<file path="src/rtl/hilo_pkg.sv">
// Shared op codes and pipe-stage payload for the HI/LO accumulate unit.
package hilo_pkg;

  // Payload width of a pipe stage; the unit's DATA_W must not exceed this.
  localparam int unsigned HILO_DATA_W = 32;

  localparam logic [2:0] OP_NOP  = 3'd0;
  localparam logic [2:0] OP_MTHI = 3'd1;
  localparam logic [2:0] OP_MTLO = 3'd2;
  localparam logic [2:0] OP_WR   = 3'd3;
  localparam logic [2:0] OP_MADD = 3'd4;
  localparam logic [2:0] OP_MSUB = 3'd5;

  typedef struct packed {
    logic                   valid;
    logic [2:0]             code;
    logic [HILO_DATA_W-1:0] hi;
    logic [HILO_DATA_W-1:0] lo;
  } hilo_op_t;

endpackage

</file>
<file path="src/rtl/hilo_delay_pipe.sv">
// LATENCY-deep shift register carrying accepted HI/LO ops to their commit stage.
module hilo_delay_pipe
  import hilo_pkg::*;
#(
  parameter int unsigned LATENCY = 3
) (
  input  logic     Clk,
  input  logic     Rst,
  input  hilo_op_t in_op,
  output hilo_op_t out_op,
  output logic     commit_now
);

  hilo_op_t stage [1:LATENCY];

  // Reset empties every stage so flushed ops can never reach commit.
  always_ff @(posedge Clk or posedge Rst) begin
    if (Rst) begin
      for (int unsigned i = 1; i <= LATENCY; i++) begin
        stage[i] <= '0;
      end
    end else begin
      stage[1] <= in_op;
      for (int unsigned i = 2; i <= LATENCY; i++) begin
        stage[i] <= stage[i-1];
      end
    end
  end

  assign out_op     = stage[LATENCY];
  assign commit_now = stage[LATENCY].valid;

endmodule

</file>
<file path="src/rtl/hilo_acc_unit.sv">
// HI/LO result unit with fixed-latency in-order commit and MFHI/MFLO stall.
// Define HILO_FWD_EN to bypass the committing value onto rd_hi/rd_lo.
module hilo_acc_unit
  import hilo_pkg::*;
#(
  parameter int unsigned DATA_W    = 32,
  parameter int unsigned LATENCY   = 3,
  parameter int unsigned MAX_OUTST = 2
) (
  input  logic              Clk,
  input  logic              Rst,
  input  logic              op_valid,
  output logic              op_ready,
  input  logic [2:0]        op_code,
  input  logic [DATA_W-1:0] op_hi,
  input  logic [DATA_W-1:0] op_lo,
  input  logic              rd_req,
  output logic              rd_stall,
  output logic [DATA_W-1:0] rd_hi,
  output logic [DATA_W-1:0] rd_lo,
  output logic              busy,
  output logic [DATA_W-1:0] HI_out,
  output logic [DATA_W-1:0] LO_out,
  output logic [DATA_W-1:0] debug_HI,
  output logic [DATA_W-1:0] debug_LO
);

  localparam int unsigned CNT_W  = $clog2(MAX_OUTST + 1);
  localparam int unsigned PROD_W = 2 * DATA_W;

  logic [CNT_W-1:0]  outst;
  logic [DATA_W-1:0] hi_q, lo_q, next_hi, next_lo;
  logic [PROD_W-1:0] acc, opnd;
  hilo_op_t          issue_op, commit_op;
  logic              commit_now, commit, accept;

  assign op_ready = (outst < CNT_W'(MAX_OUTST));
  assign accept   = op_valid && op_ready;
  assign busy     = (outst != '0);
  assign commit   = commit_now && commit_op.valid;

  always_comb begin
    issue_op       = '0;
    issue_op.valid = accept;
    issue_op.code  = op_code;
    issue_op.hi    = HILO_DATA_W'(op_hi);
    issue_op.lo    = HILO_DATA_W'(op_lo);
  end

  hilo_delay_pipe #(.LATENCY(LATENCY)) u_pipe (
    .Clk        (Clk),
    .Rst        (Rst),
    .in_op      (issue_op),
    .out_op     (commit_op),
    .commit_now (commit_now)
  );

  // Commit ALU reads the architectural pair so back-to-back accumulates chain.
  always_comb begin
    acc     = {hi_q, lo_q};
    opnd    = {DATA_W'(commit_op.hi), DATA_W'(commit_op.lo)};
    next_hi = hi_q;
    next_lo = lo_q;
    if (commit) begin
      case (commit_op.code)
        OP_MTHI: next_hi = DATA_W'(commit_op.lo);
        OP_MTLO: next_lo = DATA_W'(commit_op.lo);
        OP_WR:   {next_hi, next_lo} = opnd;
        OP_MADD: {next_hi, next_lo} = acc + opnd;
        OP_MSUB: {next_hi, next_lo} = acc - opnd;
        default: ;
      endcase
    end
  end

  always_ff @(posedge Clk or posedge Rst) begin
    if (Rst) begin
      hi_q <= '0;
      lo_q <= '0;
    end else if (commit) begin
      hi_q <= next_hi;
      lo_q <= next_lo;
    end
  end

  always_ff @(posedge Clk or posedge Rst) begin
    if (Rst) begin
      outst <= '0;
    end else begin
      case ({accept, commit})
        2'b10:   outst <= outst + CNT_W'(1);
        2'b01:   outst <= outst - CNT_W'(1);
        default: ;
      endcase
    end
  end

`ifdef HILO_FWD_EN
  assign rd_stall = rd_req && ((outst > CNT_W'(1)) || ((outst == CNT_W'(1)) && !commit));
  assign rd_hi    = next_hi;
  assign rd_lo    = next_lo;
`else
  assign rd_stall = rd_req && busy;
  assign rd_hi    = hi_q;
  assign rd_lo    = lo_q;
`endif

  assign HI_out   = hi_q;
  assign LO_out   = lo_q;
  assign debug_HI = hi_q;
  assign debug_LO = lo_q;

endmodule
</file>
<file path="config.mk">
export PLATFORM = sky130hd
export DESIGN_NAME = hilo_acc_unit
export DESIGN_NICKNAME = d
export VERILOG_FILES = /design/src/rtl/hilo_pkg.sv /design/src/rtl/hilo_delay_pipe.sv /design/src/rtl/hilo_acc_unit.sv
export SDC_FILE = /design/constraint.sdc
export NUM_CORES = 1
export LEC_CHECK = 0
export CAP_MARGIN = 10
export CORE_MARGIN = 1.5
export CORE_UTILIZATION = 60
export DETAILED_ROUTE_END_ITERATION = 8
export PLACE_DENSITY = 0.84
export SETUP_SLACK_MARGIN = 0.15
export SYNTH_ARGS = -nofsm -noshare
export SYNTH_HDL_FRONTEND = slang
export SYNTH_HIERARCHICAL = 1
export SYNTH_SLANG_ARGS = --single-unit
</file>
<file path="constraint.sdc">
create_clock -name Clk -period 13.53 [get_ports Clk]
set_input_delay 4.059 -clock Clk [delete_from_list [all_inputs] [get_ports Clk]]
set_output_delay 4.059 -clock Clk [all_outputs]
set_load 0.02 [all_outputs]
</file>
==> run metrics <==
status complete, no violations; drt wl/cell 23.57 um; Worst path most repeated cell clkdlybuf4s50_1; remaining routing DRC violations 0; Post-Syn Instances 1950; Syn. warnings 6; nets@finish 2162; first-pass GRT wire length 85.55 mm; cell accounting for the most synthesized area dfrtp_1; Post-Layout Cell Count 2363; Clk Latency, worst-skew pair 0.59 ns; crit path cell chain clkdlybuf4s50_1 > and2_1 > clkdlybuf4s50_1; Core Footprint 28780 um^2; largest net degree at the start of global routing 134; DPL Wire Length 40.67 mm; Cells after DPL 2314; setup repair bufs after CTS 0; post-synthesis sequential area ratio 0.3845; worst vdd ir 0.2066 mV; Netlist cell types 82; Power Density 92.01 nW/um^2; RSZ-0062 raised after global routing false; DR vias/cell 6.335; commonest cells after routing, fill and taps aside dfrtp_1, clkdlybuf4s50_1, a21oi_1; Synth Net Count 2152; Clk pwr share 0.435; Switching Share 0.2574; final setup fails 0; site row count 62; Critical-path top delay cell clkdlybuf4s50_1; Worst Max-Slew Pin Slew 1.265 ns; clk buf depth 3; EDFF count, synth 0; initial antenna violation count 1; post-CTS sizing 0; CP Buf/Inv Count 2; Initial Util 0.6106; grt ovf 0; die height 174.1 um; H-tree Lvls 1; Routed Antenna Nets 0; final wirelength 55.69 mm; Slew Viols, Final 0; #FFs+latches synth 270; class of the tightest hold or removal check flip-flop to flip-flop; sequential share of power 0.472; vias in the first global route 14740; CP arrival 5.22 ns; io pins 266; Syn-to-layout area delta 13.08%; Netlist Area Pre-Place 17570 um^2; CP endpoint kind primary output; Root Driver clkbuf_16; Top delay family on crit path buffers and inverters; All-Layer GR Usage 0.3643; synthesized area per cell 9.012 um^2; critical path class primary input to primary output; Hold Fails Final Rpt 0; Worst slew margin 0.1565; setup TNS 0 ns; CTS tree built; Die Area 30320 um^2; maximum clock frequency 107.7 MHz; Logic pwr share 0.093; CP Data Required Time 9.47 ns; TritonCTS Buffers 28; layout cells sized above 1 0.04952; largest cells by area after synthesis dfrtp_1, ha_1, buf_4; Pleak 0.008744 uW; gpl congestion 1.018; Post-synth top flop dfrtp_1; Int Pwr 1358 uW; crit path time final 9.282 ns; commonest non-fill, non-tap cell in the layout dfrtp_1; antenna fix cells 0; Final Cycle Share 0.6860; Crit Path Max Fanout 1; detailed-route via count 14970; P_sw 470.6 uW; FFs w/ async S/R, synth 1.000; Setup Skew 0.04304 ns; DRT Pass-1 Iters 6; Iter 0 DRT Violations 1841; top cell type's share of synthesized area 0.3845; Finished Core Util 0.6905; CTS Sinks 270; chip width 174.1 um; Worst path max stage delay 0.60 ns; hold_buf cts 0; crit start category primary input; Max-Cap Viols 0; clk slew on worst S/H paths 0.06 ns; PortBufs 265
-- registers in the layout, indices dropped and copies added, names as in the netlist --
register / count
HI_out: 32
LO_out: 32
outst: 2
u_pipe/commit_now: 1
u_pipe/out_op: 67
u_pipe/stage: 136
-- kinds of logic (layout without fill, tap and decap cells) --
group,Yosys count,in the layout,share of synthesized area
compound gates,603,603,0.2244
xor+xnor,70,70,0.03489
fa+ha+maj,131,131,0.09413
buf+inv,431,460,0.1367
flops,270,270,0.3845
mux,16,16,0.009256
simple gates,429,429,0.1161
-- power groups by stage --
stage          clock (uW)  sequential, uW  combinational [uW]
2_1_floorplan           0             858                 129
3_5_place_dp            0             876                 166
5_1_grt               839             865                 185
3_3_place_gp            0             874                 163
4_1_cts               806             862                 168
6_report              795             863                 171
-- path summary, 6_finish.rpt --
check / start / endpoint / slack (ns) / depth (start not counted)
max in group asynchronous: Rst / u_pipe/stage[126] / 7.94 / 3
worst min register to register: u_pipe/stage[131] / u_pipe/out_op[63] / 0.34 / 0
worst max-delay path: rd_req / rd_stall / 4.25 / 3
worst max register to register: u_pipe/out_op[16] / HI_out[29] / 8.65 / 14
worst min-delay path: u_pipe/stage[131] / u_pipe/out_op[63] / 0.34 / 0
min in group asynchronous: Rst / u_pipe/stage[141] / 4.12 / 2
-- per-layer routing --
layer / track usage / vias up / share of wire
li1: - / 6712 / -
met1: 0.4969 / 7303 / 0.42
met2: 0.5837 / 803 / 0.46
met3: 0.06890 / 150 / 0.090
met4: 0.1261 / 2 / 0.035
met5: 0 / - / 0.00014
-- stage by stage --
stage	power, uW	worst slack [ns]	area (um^2)	hold slack (ns)
final	1828	4.248	19870	0.3418
after global routing	1889	4.221	19870	0.3461
after CTS	1836	4.242	19870	0.3428
after detailed placement	1042	4.243	18920	0.3347
after global placement	1038	4.236	18920	0.3314
after floorplan	987.1	3.904	17570	0.3312
-- worst reg2reg max path, stage by stage (launching register included) --
cell and delay (ns):
dfrtp_1 0.59, inv_1 0.24, ha_1 0.59, nor2b_1 0.14, o211ai_1 0.30, a21oi_1 0.13
a2111oi_2 0.61, o221ai_1 0.48, nor2_1 0.32, o21bai_1 0.20, a2111o_1 0.41, a21oi_1 0.20
xor2_1 0.09, a221oi_1 0.31, a21oi_1 0.12
-- Yosys cell counts (17+ instances only) --
| library cell | n |
|---|---|
| a31oi_1 | 22 |
| inv_1 | 132 |
| nor2_1 | 126 |
| buf_4 | 203 |
| ha_1 | 129 |
| dfrtp_1 | 270 |
| nor2b_1 | 24 |
| nor3_1 | 29 |
| o21ai_0 | 119 |
| clkbuf_1 | 67 |
| a22oi_1 | 31 |
| a21o_1 | 33 |
| a221oi_1 | 21 |
| o22ai_1 | 17 |
| a21oi_1 | 180 |
| xnor2_1 | 61 |
| nand4_1 | 20 |
| o21bai_1 | 37 |
| nand2_1 | 117 |
| o31ai_1 | 26 |
| nor4_1 | 25 |
| buf_2 | 18 |
| nand3_1 | 29 |
-- layout make-up --
| cell class | instances | area [um^2] |
|---|---|---|
| fill | 2163 | 8909 |
| multi-input combinational | 1249 | 8428 |
| sequential | 270 | 6760 |
| timing repair buffer | 276 | 2735 |
| clock buffer | 33 | 759.5 |
| inverter | 135 | 514.2 |
| tap | 384 | 480.5 |
| clock inverter | 16 | 193.9 |
Power figures use the tool's default switching activity.
